<file path="config.mk">
export PLATFORM = sky130hd
export DESIGN_NAME = sdp_ram_read_arbiter
export DESIGN_NICKNAME = d
export VERILOG_FILES = /design/src/rtl/sdp_ram_read_arbiter.sv
export SDC_FILE = /design/constraint.sdc
export NUM_CORES = 1
export LEC_CHECK = 0
export ABC_AREA = 1
export CORE_UTILIZATION = 23
export CTS_CLUSTER_DIAMETER = 30
export CTS_CLUSTER_SIZE = 28
export DETAILED_ROUTE_END_ITERATION = 10
export GPL_TIMING_DRIVEN = 0
export PLACE_DENSITY = 0.8
export SETUP_SLACK_MARGIN = 0.1
export SLEW_MARGIN = 20
export SYNTH_ARGS = -nofsm -noshare
export SYNTH_HDL_FRONTEND = slang
export SYNTH_SLANG_ARGS = --single-unit
export TNS_END_PERCENT = 5
</file>
<file path="constraint.sdc">
create_clock -name clk -period 1.7 [get_ports clk]
set_input_delay 0.34 -clock clk [delete_from_list [all_inputs] [get_ports clk]]
set_output_delay 0.34 -clock clk [all_outputs]
set_load 0.02 [all_outputs]
</file>
<file path="src/rtl/sdp_ram_read_arbiter.sv">
// Round-robin arbiter sharing port B of a simple-dual-port RAM between NUM_REQ readers.
// Optional macro SDP_RAM_ARB_RAW_STALL_EN stalls a grant that collides with a same-address write.
module sdp_ram_read_arbiter #(
  parameter int ADDR_WIDTH     = 10,
  parameter int DATA_WIDTH     = 64,
  parameter int NUM_REQ        = 4,
  parameter int PIPELINE_DEPTH = 1,
  localparam int ID_W          = (NUM_REQ > 1) ? $clog2(NUM_REQ) : 1,
  localparam int LAT           = PIPELINE_DEPTH + 1
) (
  input  logic                          clk,
  input  logic                          rst_n,
  input  logic [NUM_REQ-1:0]            req_valid,
  input  logic [NUM_REQ*ADDR_WIDTH-1:0] req_addr,
  output logic [NUM_REQ-1:0]            req_ready,
  input  logic                          wr_en,
  input  logic [ADDR_WIDTH-1:0]         wr_addr,
  output logic                          ram_b_en,
  output logic [ADDR_WIDTH-1:0]         ram_b_addr,
  input  logic [DATA_WIDTH-1:0]         ram_b_rdata,
  output logic                          rsp_valid,
  output logic [ID_W-1:0]               rsp_id,
  output logic [DATA_WIDTH-1:0]         rsp_data,
  output logic                          busy
);

  logic [ID_W-1:0]       rr_ptr_q, rr_ptr_d;
  logic                  grant_found;
  logic [ID_W-1:0]       grant_idx;
  logic [ADDR_WIDTH-1:0] grant_addr;
  logic                  collision;
  logic                  issue;

  logic [LAT-1:0]        vld_q;
  logic [ID_W-1:0]       id_q [LAT];

  // Scan offsets from farthest to nearest so the requester closest to rr_ptr wins last.
  always_comb begin : grant_search
    int idx;
    grant_found = 1'b0;
    grant_idx   = '0;
    for (int off = NUM_REQ - 1; off >= 0; off--) begin
      idx = int'(rr_ptr_q) + off;
      if (idx >= NUM_REQ) idx = idx - NUM_REQ;
      if (req_valid[idx]) begin
        grant_found = 1'b1;
        grant_idx   = ID_W'(idx);
      end
    end
  end

  assign grant_addr = req_addr[grant_idx*ADDR_WIDTH +: ADDR_WIDTH];

`ifdef SDP_RAM_ARB_RAW_STALL_EN
  assign collision = grant_found && wr_en && (wr_addr == grant_addr);
`else
  logic unused_snoop;
  assign unused_snoop = ^{wr_en, wr_addr};
  assign collision    = 1'b0;
`endif

  // rst_n gates the grant directly so nothing is accepted while reset is held.
  assign issue      = grant_found && !collision && rst_n;
  assign req_ready  = issue ? (NUM_REQ'(1) << grant_idx) : '0;
  assign ram_b_en   = issue;
  assign ram_b_addr = issue ? grant_addr : '0;

  always_comb begin
    rr_ptr_d = rr_ptr_q;
    if (issue) begin
      rr_ptr_d = (grant_idx == ID_W'(NUM_REQ - 1)) ? '0 : grant_idx + ID_W'(1);
    end
  end

  // NOTE: sequential state uses non-blocking assignments so every register samples pre-edge values.
  // NOTE: the tracking pipeline is reset so reads in flight at reset never produce a response.
  always_ff @(posedge clk or negedge rst_n) begin
    if (!rst_n) begin
      rr_ptr_q <= '0;
      vld_q    <= '0;
      for (int i = 0; i < LAT; i++) id_q[i] <= '0;
    end else begin
      rr_ptr_q <= rr_ptr_d;
      vld_q[0] <= issue;
      id_q[0]  <= issue ? grant_idx : '0;
      for (int i = 1; i < LAT; i++) begin
        vld_q[i] <= vld_q[i-1];
        id_q[i]  <= id_q[i-1];
      end
    end
  end

  assign rsp_valid = vld_q[LAT-1];
  assign rsp_id    = id_q[LAT-1];
  assign rsp_data  = ram_b_rdata;
  assign busy      = |vld_q;

endmodule
</file>
Yosys cells after proc, flatten, opt, wreduce, memory -nomap -nowiden
Cells that the tools add are included.
{"block": "classes", "order_cmp": 8, "mux": 28, "mul": 1, "add_sub_neg": 8, "n_reduce_logical": 2, "n_eq_ne": 1, "shifts": 2}
{"cell": "< comparator 32 x 4 -> 1 bit, second input constant", "count": 4}
{"cell": "two-way mux 32 bit", "count": 4}
{"cell": "variable part select 40 x 7 -> 10 bit", "count": 1}
{"cell": "two-way mux 1 bit", "count": 12}
{"cell": "two-way mux 2 bit", "count": 6}
{"cell": "subtractor 3 x 3 -> 4 bit, second input constant", "count": 3}
{"cell": "two-way mux 10 bit", "count": 1}
{"cell": "greater-or-equal comparator 3 bit, second input constant", "count": 3}
{"cell": "binary-select mux 1 bit (select 2 bit)", "count": 4}
{"cell": "adder 2 x 2 -> 3 bit, second input constant", "count": 2}
{"cell": "multiplier 2 x 3 -> 5 bit, second input constant", "count": 1}
{"cell": "two-way mux 4 bit", "count": 1}
{"cell": "<< shifter 1 x 2 -> 4 bit, first input constant", "count": 1}
{"cell": "subtractor 2 x 3 -> 4 bit, second input constant", "count": 1}
{"cell": "adder 2 x 1 -> 3 bit, second input constant", "count": 1}
{"cell": "greater-or-equal comparator 2 x 3 -> 1 bit, second input constant", "count": 1}
{"cell": "adder 2 x 1 -> 2 bit, second input constant", "count": 1}
{"cell": "equality test 2 bit, second input constant", "count": 1}
{"cell": "OR reduction 2 bit", "count": 1}
{"cell": "logical AND 1 bit", "count": 1}
{"block": "totals", "output_inout_bits": 83, "elab_cells": 54, "regBits": 8, "inputBits": 121}

Depth between registers and ports, before layout
{"block": "depth", "ltp_word": 13, "ltp_mapped": 13, "ltp_nobuf": 12}

Worst setup path before layout
No wires, ideal clock.
{"block": "synth_timing", "path_kind": "reg2out", "from": "register rr_ptr_q[0]", "to": "output port req_ready[2]", "path_buffers": 2, "path_stages_with_launch": 13, "arrival_time_ns": 1.721, "required_ns": 1.360, "path_slack_ns": -0.361, "path_cell_list": "dfrtp_1 -> buf_6 -> xnor2_1 -> nand2_1 -> nand3_1 -> inv_1 -> o21bai_2 -> nand2_2 -> buf_2 -> inv_1 -> ha_1 -> inv_1 -> nor2_1"}
{"block": "synth_between", "elab_chain_cells": 12, "elab_cells_between_ends": 38, "classes_between": "add/sub (7); order compare (4); shift (1); mux (25); reduce/logical (1)"}
{"element": "start: declaration", "line": "27", "rtl": "logic [ID_W-1:0] rr_ptr_q, rr_ptr_d;"}
{"element": "start signal: assignment", "line": "83", "rtl": "rr_ptr_q <= rr_ptr_d;"}
{"element": "adder 2 x 2 -> 3 bit", "line": "43", "rtl": "idx = int'(rr_ptr_q) + off;"}
{"element": "subtractor 3 x 3 -> 4 bit / greater-or-equal comparator 3 bit (equally long branches)", "line": "44", "rtl": "if (idx >= NUM_REQ) idx = idx - NUM_REQ;"}
{"element": "two-way mux 32 bit", "line": "44"}
{"element": "binary-select mux 1 bit (select 2 bit)", "line": "45", "rtl": "if (req_valid[idx]) begin"}
{"element": "two-way mux 1 bit (implied by the code) (2 in a row)", "line": "45"}
{"element": "two-way mux 2 bit / two-way mux 1 bit (equally long branches) (4 in a row)", "line": "45"}
{"element": "<< shifter 1 x 2 -> 4 bit / logical AND 1 bit (equally long branches)", "line": "64, 63"}
{"element": "two-way mux 4 bit *", "line": "64", "rtl": "assign req_ready = issue ? (NUM_REQ'(1) << grant_idx) : '0;"}
{"element": "end: declaration", "line": "15", "rtl": "output logic [NUM_REQ-1:0] req_ready,"}
Every way passes the cells marked *; elsewhere a longest branch is shown, timed or not. The select of a mux whose other input is x is not followed.

Final worst setup path
{"block": "layout_timing", "from": "register rr_ptr_q[0]", "to": "output port ram_b_addr[1]"}
{"block": "layout_between", "elab_chain_cells": 13, "elab_cells_between_ends": 39, "classes_between": "add/sub (7); mul (1); order compare (4); shift (1); mux (25); reduce/logical (1)"}
{"element": "adder 2 x 2 -> 3 bit", "line": "43"}
{"element": "subtractor 3 x 3 -> 4 bit / greater-or-equal comparator 3 bit (equally long branches)", "line": "44"}
{"element": "two-way mux 32 bit", "line": "44"}
{"element": "binary-select mux 1 bit (select 2 bit)", "line": "45"}
{"element": "two-way mux 1 bit (implied by the code) (2 in a row)", "line": "45"}
{"element": "two-way mux 2 bit (4 in a row)", "line": "45"}
{"element": "multiplier 2 x 3 -> 5 bit", "line": "52", "rtl": "assign grant_addr = req_addr[grant_idx*ADDR_WIDTH +: ADDR_WIDTH];"}
{"element": "variable part select 40 x 7 -> 10 bit", "line": "52"}
{"element": "two-way mux 10 bit *", "line": "66", "rtl": "assign ram_b_addr = issue ? grant_addr : '0;"}
{"element": "end: declaration", "line": "19", "rtl": "output logic [ADDR_WIDTH-1:0] ram_b_addr,"}
Marks and branches as above.

==> impl_metrics.toml <==
[routing]
drc = 0
detail-route-antenna-nets = 0
num_vias = 1944
wl_per_cell_um = 12.9
wl_met2_um = 3200
wl_met3_um = 435
drt-met1-wl_um = 2080
first_iter_violations = 75
wirelength_um = 5860
first_pass_iters = 5
maxUsedRoutingLayer = "met4"
via_per_inst = 4.27

[timing]
rsz0062_at_grt = "yes"
fin_skew_ps = 7.95
hold_viol_final = 0
slew_headroom = 0.698
min_period_ps = 2370
drv_slew = 0
holdWs_ps = 357
setup_slack_ps = -673
worst_slew_pin_slew_ps = 452
max_freq_ghz = 0.421
finalCritPeriodShare = 1.40
setup_viol = 16

[floorplanning]
die_h_um = 82.5
initial_utilization = 0.245
die-area_um2 = 6810
ios = 204
dieWidth_um = 82.5
fp-row-count = 28
coreArea_um2 = 6100

[run_status]
violations = "negative setup slack"
status = "finished, violations left"

[cts]
h-tree-depth = 1
clk_pin_slew_ps = 40
clock_path_buffers = 2
cts_tree = "done"
clock-sinks = 8
cts-root-buf = "clkbuf_8"
clk_latency_ps = 230
numCtsBuffers = 3

[run]
drv_cap = 0

[placement]
port_buffers = 128
gp_congestion = 0.890
place_hpwl_um = 4790

[critical_path]
ff2ff_setup_slack_ps = -180
crit_required_ps = 1360
worst-path-max-fanout = 10
cp-end-kind = "primary output"
worst-r2r-cell-count = 12
timing.critical_path.from_type = "register"
critPathKind = "reg -> out"
crit_arrival_ps = 2030

[global_route]
grt-ovfl-total = 0
grt_util_all_layers = 0.155
grt_max_degree = 12
antenna_found_initial = 0
grt_pass1_vias = 1777
grt_pass1_wl_um = 8000

[synthesis]
syn_inst = 238
synth-compound-area-share = 0.0243
synth_xor_area_frac = 0.00587
synthMuxAreaShare = 0
syn-num-nets = 363
netlist_area_um2 = 1490
synth_top_family_by_area = "buffers and inverters"
yosys_warnings = 0
ys_seq_elements = 8
yosys.area_share.adder = 0.0336
seq_area_frac_synth = 0.134
syn_area_per_cell_um2 = 6.27
synthSimpleGateAreaFrac = 0.376
synthDistinctLibCells = 22

[pwr]
p_sw_frac = 0.502
ir_drop_mv = 1.09
pwr-share-seq = 0.052
switchingPower_mw = 3.07
cellLeakagePower_nw = 1.63
power_frac_comb = 0.910
pwr-share-clk = 0.038
powerDensity_nw_per_um2 = 1820
p_int_mw = 3.04

[final_layout]
area_growth_pct = 126
final_cell_mix = "clkdlybuf4s50_1 (106), buf_4 (81), nand2_1 (37)"
drive_above_1_share = 0.479
nNetsFinal = 507
antenna_cells = 0
final_common_cell = "clkdlybuf4s50_1"
utilization = 0.552
fillCellCount = 564

[hold_path]
hold_path_depth = 0
hp-class = "reg -> reg"
[power groups by stage]
stage	combinational (mW)	clock [mW]	sequential [mW]
after floorplan	3.04	0	0.310
after global placement	4.30	0	0.308
after detailed placement	4.37	0	0.315
after CTS	4.54	0.232	0.317
after global routing	6.02	0.241	0.328
final	5.56	0.230	0.320
[state kept, by name, indices dropped and copies added (netlist names)]
register	cells
vld_q	2
rr_ptr_q	2
rsp_id	2
id_q	2
[critical path, cell delays in order, from the launching register on]
cell and delay [ps]:
dfrtp_1 400, buf_4 180, nand2_2 90, nand3_2 90, nand2_2 80, nand3_2 70, nand2_1 80, nand2_2 80
buf_4 140, buf_6 130, nand3_1 90, nand3_2 90, nand2_2 90, nor2_4 30, buf_4 150
[kinds of logic (layout without fill, tap and decap cells)]
kind of cell / count (synthesis) / in the layout
DFF: 8 / 8
buffers and inverters: 91 / 233
adders and majority gates: 4 / 4
and+or+nand+nor: 128 / 128
xor gates and xnor gates: 1 / 1
AOI/OAI and AO/OA: 6 / 6
[metrics by stage]
| step | TNS [ps] | total power, mW | std cells | worst slack (ps) | instance area (um^2) |
|---|---|---|---|---|---|
| after floorplan | -2420 | 3.35 | 238 | -174 | 1650 |
| after CTS | -10420 | 5.09 | 446 | -725 | 3100 |
| after global routing | -11670 | 6.59 | 455 | -790 | 3360 |
| after global placement | -18050 | 4.61 | 441 | -1190 | 3020 |
| after detailed placement | -18900 | 4.69 | 441 | -1230 | 3020 |
| final | -9850 | 6.11 | 455 | -673 | 3360 |
[synthesized netlist by cell type]
library cell  count  area (um^2)
nor2_2            1         6.26
o21ai_0           1         5.00
buf_8             1         15.0
dfrtp_1           8          200
nand2_2           3         18.8
inv_2             3         11.3
buf_2             4         20.0
inv_1            12         45.0
nand3_1          35          175
nand2_1          59          221
nand3_2           2         20.0
or2_2             1         6.26
nor3b_1           1         7.51
buf_6             3         33.8
nand2_4           1         11.3
buf_4            68          510
o21ai_1           2         10.0
ha_1              4         50.1
xnor2_1           1         8.76
a21oi_1           2         10.0
nor2_1           25         93.8
o21bai_2          1         11.3
[area by class of cell]
| class | count | area [um^2] | area share |
|---|---|---|---|
| Timing Repair Buffer | 139 | 1430 | 0.426 |
| Tap cell | 75 | 93.8 | 0.0279 |
| Clock buffer | 3 | 41.3 | 0.0123 |
| Sequential cell | 8 | 201 | 0.0599 |
| Multi-Input combinational cell | 139 | 925 | 0.275 |
| Buffer | 76 | 612 | 0.182 |
| Inverter | 15 | 58.8 | 0.0175 |
[worst paths after layout]
check,from,endpoint
setup / recovery,rr_ptr_q[0],ram_b_addr[1]
hold / removal,id_q[3],rsp_id[1]
setup reg to reg,rr_ptr_q[0],rr_ptr_q[1]
hold reg to reg,id_q[3],rsp_id[1]
max in group asynchronous,rst_n,rr_ptr_q[1]
min in group asynchronous,rst_n,id_q[2]
[metal layers]
layer  vias up  GRT usage
met1       861      0.172
met2       115      0.298
li1        958          -
met5         -          0
met3        10     0.0132
met4         0     0.0655
[what timing repair did]
item	4_1_cts	5_1_grt
hold buffers	0	0
gates cloned	0	3
pin swaps	1	12
setup buffers	2	6
setup endpoints to repair	19	22
gates resized for setup	98	44
(Power assumes the default switching activity.)
